**config.mk**
```make
export PLATFORM = sky130hd
export DESIGN_NAME = uart_rx_param
export DESIGN_NICKNAME = d
export VERILOG_FILES = /design/src/rtl/uart_rx_param.sv
export SDC_FILE = /design/constraint.sdc
export NUM_CORES = 1
export LEC_CHECK = 0
export CAP_MARGIN = 10
export CORE_ASPECT_RATIO = 0.75
export CORE_MARGIN = 2
export CORE_UTILIZATION = 42
export DETAILED_ROUTE_END_ITERATION = 8
export DONT_BUFFER_PORTS = 1
export PLACE_DENSITY_LB_ADDON = 0.3
export SYNTH_ARGS = -nofsm -noshare
export SYNTH_HDL_FRONTEND = slang
export SYNTH_SLANG_ARGS = --single-unit
```
**constraint.sdc**
```tcl
create_clock -name clk -period 2.4 [get_ports clk]
set_input_delay 0.24 -clock clk [delete_from_list [all_inputs] [get_ports clk]]
set_output_delay 0.24 -clock clk [all_outputs]
set_load 0.02 [all_outputs]
```
**src/rtl/uart_rx_param.sv**
```systemverilog
// rtl/uart_rx_param.sv - parametrised UART receiver: sync, 3-sample vote, parity/frame/overrun, valid/ready
// Define UART_RX_BREAK_EN to add break_det and a BREAK wait state.
module uart_rx_param #(
  parameter int CLK_FREQ   = 50000000,
  parameter int BAUD_RATE  = 9600,
  parameter int OVERSAMPLE = 16,
  parameter int DATA_BITS  = 8,
  parameter int PARITY     = 0,
  parameter int STOP_BITS  = 1
) (
  input  logic                 clk,
  input  logic                 reset,
  input  logic                 rx,
  output logic [DATA_BITS-1:0] data_out,
  output logic                 data_valid,
  input  logic                 data_ready,
  output logic                 parity_err,
  output logic                 frame_err,
  output logic                 overrun,
`ifdef UART_RX_BREAK_EN
  output logic                 break_det,
`endif
  output logic                 busy
);

  localparam int RAW_DIV  = CLK_FREQ / (BAUD_RATE * OVERSAMPLE);
  localparam int TICK_DIV = (RAW_DIV < 1) ? 1 : RAW_DIV;
  localparam int PW       = (TICK_DIV > 1) ? $clog2(TICK_DIV) : 1;
  localparam int BW       = $clog2(DATA_BITS);
  localparam logic [PW-1:0] PRESC_MAX = PW'(TICK_DIV - 1);
  localparam logic [BW-1:0] LAST_BIT  = BW'(DATA_BITS - 1);
  localparam logic          STOP_LAST = (STOP_BITS == 2);
  localparam logic          ODD_PAR   = (PARITY == 2);

  typedef enum logic [2:0] {S_IDLE, S_START, S_DATA, S_PARITY, S_STOP, S_BREAK} state_t;

  state_t               state_q, state_d;
  logic                 sync1_q, sync2_q;
  logic [PW-1:0]        presc_q, presc_d;
  logic [3:0]           tick_q, tick_d;
  logic [BW-1:0]        bit_q, bit_d;
  logic                 stop_q, stop_d;
  logic                 s7_q, s7_d, s8_q, s8_d;
  logic [DATA_BITS-1:0] shreg_q, shreg_d;
  logic                 perr_q, perr_d, ferr_q, ferr_d;
  logic                 deliver_q, deliver_d;
  logic [DATA_BITS-1:0] dout_q, dout_d;
  logic                 valid_q, valid_d;
  logic                 perr_out_q, perr_out_d, ferr_out_q, ferr_out_d;
  logic                 ovr_q, ovr_d;
`ifdef UART_RX_BREAK_EN
  logic                 ones_q, ones_d;
  logic                 brk_q, brk_d;
`endif

  logic tick, rx_s, maj, par_calc, accept;

  assign tick     = (presc_q == PRESC_MAX);
  assign rx_s     = sync2_q;
  assign maj      = (s7_q & s8_q) | (s7_q & rx_s) | (s8_q & rx_s);
  assign par_calc = (^shreg_q) ^ ODD_PAR;
  assign accept   = valid_q & data_ready;

  always_comb begin
    state_d    = state_q;
    presc_d    = tick ? '0 : presc_q + PW'(1);
    tick_d     = tick_q;
    bit_d      = bit_q;
    stop_d     = stop_q;
    s7_d       = s7_q;
    s8_d       = s8_q;
    shreg_d    = shreg_q;
    perr_d     = perr_q;
    ferr_d     = ferr_q;
    deliver_d  = 1'b0;
    dout_d     = dout_q;
    valid_d    = valid_q;
    perr_out_d = perr_out_q;
    ferr_out_d = ferr_out_q;
    ovr_d      = 1'b0;
`ifdef UART_RX_BREAK_EN
    ones_d     = ones_q;
    brk_d      = 1'b0;
`endif

    case (state_q)
      S_IDLE: begin
        if (!rx_s) begin
          state_d = S_START;
          presc_d = '0;
          tick_d  = '0;
          bit_d   = '0;
          stop_d  = 1'b0;
          perr_d  = 1'b0;
          ferr_d  = 1'b0;
`ifdef UART_RX_BREAK_EN
          ones_d  = 1'b0;
`endif
        end
      end
`ifdef UART_RX_BREAK_EN
      S_BREAK: begin
        if (rx_s) state_d = S_IDLE;
      end
`endif
      default: begin
        if (tick) begin
          tick_d = tick_q + 4'd1;
          if (tick_q == 4'd7) s7_d = rx_s;
          if (tick_q == 4'd8) s8_d = rx_s;
`ifdef UART_RX_BREAK_EN
          if (tick_q == 4'd9 && state_q != S_START) ones_d = ones_q | maj;
`endif
          case (state_q)
            S_START: begin
              if (tick_q == 4'd9 && maj) state_d = S_IDLE;
              else if (tick_q == 4'd15)  state_d = S_DATA;
            end
            S_DATA: begin
              if (tick_q == 4'd9) shreg_d = {maj, shreg_q[DATA_BITS-1:1]};
              if (tick_q == 4'd15) begin
                if (bit_q == LAST_BIT) state_d = (PARITY != 0) ? S_PARITY : S_STOP;
                else                   bit_d   = bit_q + BW'(1);
              end
            end
            S_PARITY: begin
              if (tick_q == 4'd9)  perr_d  = maj ^ par_calc;
              if (tick_q == 4'd15) state_d = S_STOP;
            end
            S_STOP: begin
              if (tick_q == 4'd9) begin
                if (!maj) ferr_d = 1'b1;
                // The last stop bit ends at its centre so the next start edge is never missed
                if (stop_q == STOP_LAST) begin
                  state_d   = S_IDLE;
                  deliver_d = 1'b1;
`ifdef UART_RX_BREAK_EN
                  if (!(ones_q | maj)) begin
                    state_d   = S_BREAK;
                    deliver_d = 1'b0;
                    brk_d     = 1'b1;
                  end
`endif
                end
              end
              if (tick_q == 4'd15) stop_d = 1'b1;
            end
            default: ;
          endcase
        end
      end
    endcase

    if (deliver_q) begin
      if (!valid_q || accept) begin
        dout_d     = shreg_q;
        perr_out_d = perr_q;
        ferr_out_d = ferr_q;
        valid_d    = 1'b1;
      end else begin
        ovr_d = 1'b1;
      end
    end else if (accept) begin
      valid_d = 1'b0;
    end
  end

  always_ff @(posedge clk or negedge reset) begin
    if (!reset) begin
      state_q    <= S_IDLE;
      sync1_q    <= 1'b1;
      sync2_q    <= 1'b1;
      presc_q    <= '0;
      tick_q     <= '0;
      bit_q      <= '0;
      stop_q     <= 1'b0;
      s7_q       <= 1'b0;
      s8_q       <= 1'b0;
      shreg_q    <= '0;
      perr_q     <= 1'b0;
      ferr_q     <= 1'b0;
      deliver_q  <= 1'b0;
      dout_q     <= '0;
      valid_q    <= 1'b0;
      perr_out_q <= 1'b0;
      ferr_out_q <= 1'b0;
      ovr_q      <= 1'b0;
`ifdef UART_RX_BREAK_EN
      ones_q     <= 1'b0;
      brk_q      <= 1'b0;
`endif
    end else begin
      state_q    <= state_d;
      sync1_q    <= rx;
      sync2_q    <= sync1_q;
      presc_q    <= presc_d;
      tick_q     <= tick_d;
      bit_q      <= bit_d;
      stop_q     <= stop_d;
      s7_q       <= s7_d;
      s8_q       <= s8_d;
      shreg_q    <= shreg_d;
      perr_q     <= perr_d;
      ferr_q     <= ferr_d;
      deliver_q  <= deliver_d;
      dout_q     <= dout_d;
      valid_q    <= valid_d;
      perr_out_q <= perr_out_d;
      ferr_out_q <= ferr_out_d;
      ovr_q      <= ovr_d;
`ifdef UART_RX_BREAK_EN
      ones_q     <= ones_d;
      brk_q      <= brk_d;
`endif
    end
  end

  assign data_out   = dout_q;
  assign data_valid = valid_q;
  assign parity_err = perr_out_q;
  assign frame_err  = ferr_out_q;
  assign overrun    = ovr_q;
  assign busy       = (state_q != S_IDLE);
`ifdef UART_RX_BREAK_EN
  assign break_det  = brk_q;
`endif

endmodule

```
# After elaboration in Yosys (flattened, before gate mapping)

Cells that the tools add are included.
Widths: inputs -> output; s select.

Add/subtract/negate cells: 3
Equal/unequal tests: 20
Mux-type cells: 47
Bitwise gates (word level): 8
Reductions and logical operators: 25

Operators with widths:

| kind                | count |
|---|---|
| $mux 3              | 16 |
| $mux 9              | 3 |
| $mux 1              | 24 |
| $reduce_bool 2->1   | 7 |
| $eq 4x4->1 const B  | 3 |
| $mux 4              | 3 |
| $pmux 3 s4          | 1 |
| $reduce_and 4->1    | 3 |
| $reduce_and 5->1    | 2 |
| $add 9x1->9 const B | 1 |
| $eq 9x9->1 const B  | 1 |
| $ne 3x3->1 const B  | 3 |
| $reduce_and 9->1    | 1 |
| $reduce_xor 8->1    | 1 |
| $eq 3x2->1 const B  | 2 |
| $eq 3x3->1 const B  | 2 |
| $ne 2x1->1 const B  | 3 |
| $ne 3x2->1 const B  | 2 |
| $reduce_and 2->1    | 3 |
| $reduce_and 3->1    | 2 |
| $reduce_bool 5->1   | 1 |
| $add 4x1->4 const B | 1 |
| $and 1x1->1         | 4 |
| $eq 4x3->1 const B  | 1 |
| other kinds (12)    | 13 |

Bits in registers: 47
Input bits: 4
Output and inout bits: 13
Word-level logic and storage cells: 121

# Longest topological paths before layout

Depth after elaboration: 8
Depth in mapped cells: 7

# Worst setup path after synthesis

Ideal clock, no wire load.

Path kind: flip-flop to flip-flop
From: register presc_q[0]
To: register state_q[2]
Arrival time: 1.905 ns
Path slack: 0.370 ns
Cell stages (with the launch flop): 7
Buffers on the path: 0
Cells stage by stage: dfrtp_1 -> inv_1 -> ha_1 -> or4bb_1 -> o31ai_4 -> nand3_2 -> mux2_4

Longest elaborated chain between the ends: 3

RTL lines:

| item                               | RTL line | source |
|---|---|---|
| start, declared                    | 39       | `logic [PW-1:0] presc_q, presc_d;` |
| start signal, assigned             | 196      | `presc_q <= presc_d;` |
| $eq 9x9->1                         | 58       | `assign tick = (presc_q == PRESC_MAX);` |
| $reduce_bool 2->1 (no source line) | --       |  |
| $reduce_and 9->1 (no source line)  | --       |  |
| end signal, assigned               | 193      | `state_q <= state_d;` |
| end, declared                      | 37       | `state_t state_q, state_d;` |

Every way passes these cells.
A chain may end at the register's enable or synchronous reset.

# Worst setup path after layout

Same ends and word-level chain as after synthesis.

==> run summary <==
========================================================================================================
Outcome                                                                                     finished, final reports clean
Worst supply voltage drop on vdd                                                             0.0002453 V
Synthesized area                                                                                2351 µm²
Worst clock skew                                                                             0.006762 ns
Clock root cell                                                                             sky130_fd_sc_hd__clkbuf_8
Clock latency of the later-clocked register in the worst-skew pair                               0.30 ns
Total clock sinks                                                                                     47
Starting density of the core                                                                      43.69%
RR Endpoint                                                                                   state_q[2]
CORE AREA                                                                                       5381 µm²
Leading register cell type out of synthesis                                                 sky130_fd_sc_hd__dfrtp_1
Worst Hold Class                                                                            input port to register
Worst setup SP type                                                                             register
Syn Area/Cell                                                                                  12.31 µm²
Period utilisation layout                                                                         91.86%
Register-to-register path setup slack                                                            0.20 ns
Count of cell types in the netlist                                                                    49
Number of antenna repair diodes                                                                        0
Type of destination of the critical path                                                        register
Critical path class                                                                         register to register
CTS Buf Count                                                                                          5
First-pass GRT wire length                                                                       6906 µm
Global routing usage summed across all routing layers                                             14.37%
Biggest area consumer among synthesized cells                                               sky130_fd_sc_hd__dfrtp_1
Launch point of the worst hold path                                                           data_ready
Number of cells after detailed placement                                                             263
Peak clock frequency supported by timing                                                       453.6 MHz
Synth async-reset ratio                                                                           100.0%
Routed Wire Length                                                                               3938 µm
Post-synth EDFFs                                                                                       0
Number of buffers on the longest clock path                                                            2
Slew at the pin with the worst max-slew slack                                                  0.5691 ns
Detail Route Antenna Nets                                                                              0
Most common library cells after synthesis                                                   sky130_fd_sc_hd__dfrtp_1 (45), sky130_fd_sc_hd__nor2_1 (18), sky130_fd_sc_hd__mux2_2 (13)
Detailed-placement wirelength estimate                                                           2736 µm
Remaining max-slew budget at the tightest pin                                                     61.74%
Gate Count Post-Synth                                                                                191
Filler cell count in the final layout                                                                499
Worst Hold Slack                                                                               0.1362 ns
Overall die area                                                                                6218 µm²
Pin count of the biggest net entering global routing                                                  48
Row count                                                                                             23
Die boundary height                                                                             68.80 µm
Leakage power                                                                                   1.165 nW
Multi-input gate area                                                                           1101 µm²
Top Ports                                                                                             17
Starting DRT DRC Count                                                                                98
CP max FO                                                                                              6
Synthesized netlist net count                                                                        202
Number of iterations in the first detailed-routing pass                                                4
Most frequent cell after synthesis                                                          sky130_fd_sc_hd__dfrtp_1
Sequential element share of the synthesized area                                                  50.13%
Critical register-to-register path startpoint                                                 presc_q[0]
Post-CTS clock slew at the launch and capture registers of the worst setup and hold paths        0.09 ns
Total of endpoints with negative setup slack in the final report                                       0
Number of global-route vias before repair                                                           1325
Max-slew violation count                                                                               0
Area growth from synthesis to final layout                                                        8.622%
TritonCTS clock tree                                                                                done
Minimum clock period after layout                                                               2.205 ns
Number of stages on the worst hold path                                                                2
Area occupied by registers                                                                      1179 µm²
Post-CTS resize count                                                                                  0
Crit path DAT                                                                                    2.40 ns
Worst EP required                                                                                2.59 ns
Share of post-route cells with drive strength above 1                                             22.11%
Number of H-tree levels                                                                                2
Accumulated negative setup slack                                                                    0 ns
GR Overflow Total                                                                                      0
Total vias in the final route                                                                       1373
Detail-routed via count per cell                                                                   5.011
Horiz. Die Dim                                                                                  90.39 µm
Worst hold endpoint                                                                              overrun
Synth top area share                                                                              47.90%
Final Hold Vio Count                                                                                   0
Cell Pwr Density                                                                            516.0 nW/µm²
Number of nets in the finished design                                                                209
Yosys Warn Count                                                                                       0
Length in cells of the worst reg-to-reg path                                                           6
RSZ-0062 raised after global routing                                                                  no
Global placer's final weighted congestion                                                         0.8036
# Max-Cap Violations                                                                                   0
Fin cells                                                                                            274
Synthesis-stage register bit count                                                                    47
Total of buffers placed on input and output ports                                                      0
Wire per inst                                                                                   14.37 µm
DR DRC count                                                                                           0
Initial antenna violation count                                                                        0
Top cells by area in the synthesized netlist                                                sky130_fd_sc_hd__dfrtp_1 (48%), sky130_fd_sc_hd__mux2_2 (6.2%), sky130_fd_sc_hd__mux2_4 (5.7%)
========================================================================================================
-- per-stage QoR --
stage / worst slack [ns] / cell area, µm² / utilization (%) / power (mW)
floorplan: 0.3704 / 2351 / - / 0.8114
global placement: 0.2780 / 2411 / 44.80 / 0.8123
detailed placement: 0.2266 / 2411 / 44.80 / 0.8122
CTS: 0.2071 / 2554 / 47.45 / 1.339
global route: 0.08257 / 2554 / 47.45 / 1.377
finish: 0.1953 / 2554 / 47.45 / 1.318
-- flip-flops by register name, indices dropped and copies added, names as in the netlist --
| name | count |
|---|---|
| perr_q | 1 |
| data_valid | 1 |
| rx_s | 1 |
| parity_err | 1 |
| frame_err | 1 |
| shreg_q | 8 |
| bit_q | 3 |
| data_out | 8 |
| ferr_q | 1 |
| s7_q | 1 |
| state_q | 3 |
| overrun | 1 |
| deliver_q | 1 |
| stop_q | 1 |
| s8_q | 1 |
| tick_q | 4 |
| presc_q | 9 |
| sync1_q | 1 |
-- placed cells by master (no fill, tap or decap), types with 2 or more instances in the layout --
cell type                       Yosys  layout
sky130_fd_sc_hd__xor2_1             7       7
sky130_fd_sc_hd__nor3_4             2       2
sky130_fd_sc_hd__and3_1             3       3
sky130_fd_sc_hd__inv_1              8       8
sky130_fd_sc_hd__ha_1               7       7
sky130_fd_sc_hd__a31oi_1            2       2
sky130_fd_sc_hd__nand4_1            3       3
sky130_fd_sc_hd__dfstp_2            2       2
sky130_fd_sc_hd__dfrtp_1           45      45
sky130_fd_sc_hd__clkbuf_8           0       6
sky130_fd_sc_hd__nand2b_1           2       2
sky130_fd_sc_hd__o31ai_1            2       2
sky130_fd_sc_hd__o21a_1             2       2
sky130_fd_sc_hd__dlygate4sd3_1      0       2
sky130_fd_sc_hd__and2_1             2       2
sky130_fd_sc_hd__nor2_1            18      18
sky130_fd_sc_hd__mux2_2            13      13
sky130_fd_sc_hd__nand2_1            9       9
sky130_fd_sc_hd__mux2i_1            2       2
sky130_fd_sc_hd__o2bb2ai_1          2       2
sky130_fd_sc_hd__mux2_4             9       9
sky130_fd_sc_hd__nand3_1            7       7
sky130_fd_sc_hd__nand4b_1           2       2
sky130_fd_sc_hd__o21ai_0            4       4
sky130_fd_sc_hd__nor4_1             3       3
sky130_fd_sc_hd__xnor2_1            8       8
-- layer usage --
metal | vias to the layer above | GRT usage [%] | wire, µm
li1 | 694 | - | -
met1 | 643 | 22.10 | 2225
met2 | 32 | 19.36 | 1498
met3 | 4 | 4.130 | 184
met4 | 0 | 4.038 | 29
met5 | - | 0 | 0
-- how the worst max path moves through the flow --
stage / start / endpoint / slack [ns] / cells after the start
final: presc_q[0] / state_q[2] / 0.20 / 6
after detailed placement: presc_q[0] / state_q[2] / 0.23 / 6
after global placement: presc_q[0] / state_q[2] / 0.28 / 6
after CTS: presc_q[0] / state_q[2] / 0.21 / 6
after global routing: presc_q[0] / bit_q[0] / 0.08 / 6
after floorplan: presc_q[0] / state_q[2] / 0.37 / 6
-- power breakdown --
| group | internal, mW | leakage (nW) | switching [mW] |
|---|---|---|---|
| Sequential | 0.794 | 0.635 | 0.00176 |
| Clock | 0.236 | 0.0484 | 0.262 |
| Combinational | 0.00715 | 0.482 | 0.0159 |
| Total | 1.04 | 1.17 | 0.280 |
-- kinds of logic (layout without fill, tap and decap cells) --
logic type	Yosys count	in the layout	synth area share [%]
compound gates	17	17	5.588
xor+xnor	16	16	6.546
fa+ha+maj	8	8	4.151
buf+inv	12	20	3.034
flops	47	47	50.13
mux	24	24	12.83
simple gates	67	67	17.72
-- critical path, cell delays in order, from the launching register on --
cell                      delay [ns]
sky130_fd_sc_hd__dfrtp_1        0.44
sky130_fd_sc_hd__inv_1          0.08
sky130_fd_sc_hd__ha_1           0.15
sky130_fd_sc_hd__or4bb_1        0.64
sky130_fd_sc_hd__o31ai_4        0.35
sky130_fd_sc_hd__nand3_2        0.12
sky130_fd_sc_hd__mux2_4         0.32
-- timing repair --
item	4_1_cts	5_1_grt
buffers inserted	0	0
endpoints found under the hold margin	48	0
hold buffers	3	0
-- final cells by class --
type                    instances  area share [%]
multi-input cells             132           43.12
clock inverters                 1          0.3430
repair buffers                  4           2.156
flip-flops and latches         47           46.15
well taps                      75           3.675
inverters                       8           1.176
clock buffers                   7           3.381
(Power assumes the default switching activity.)
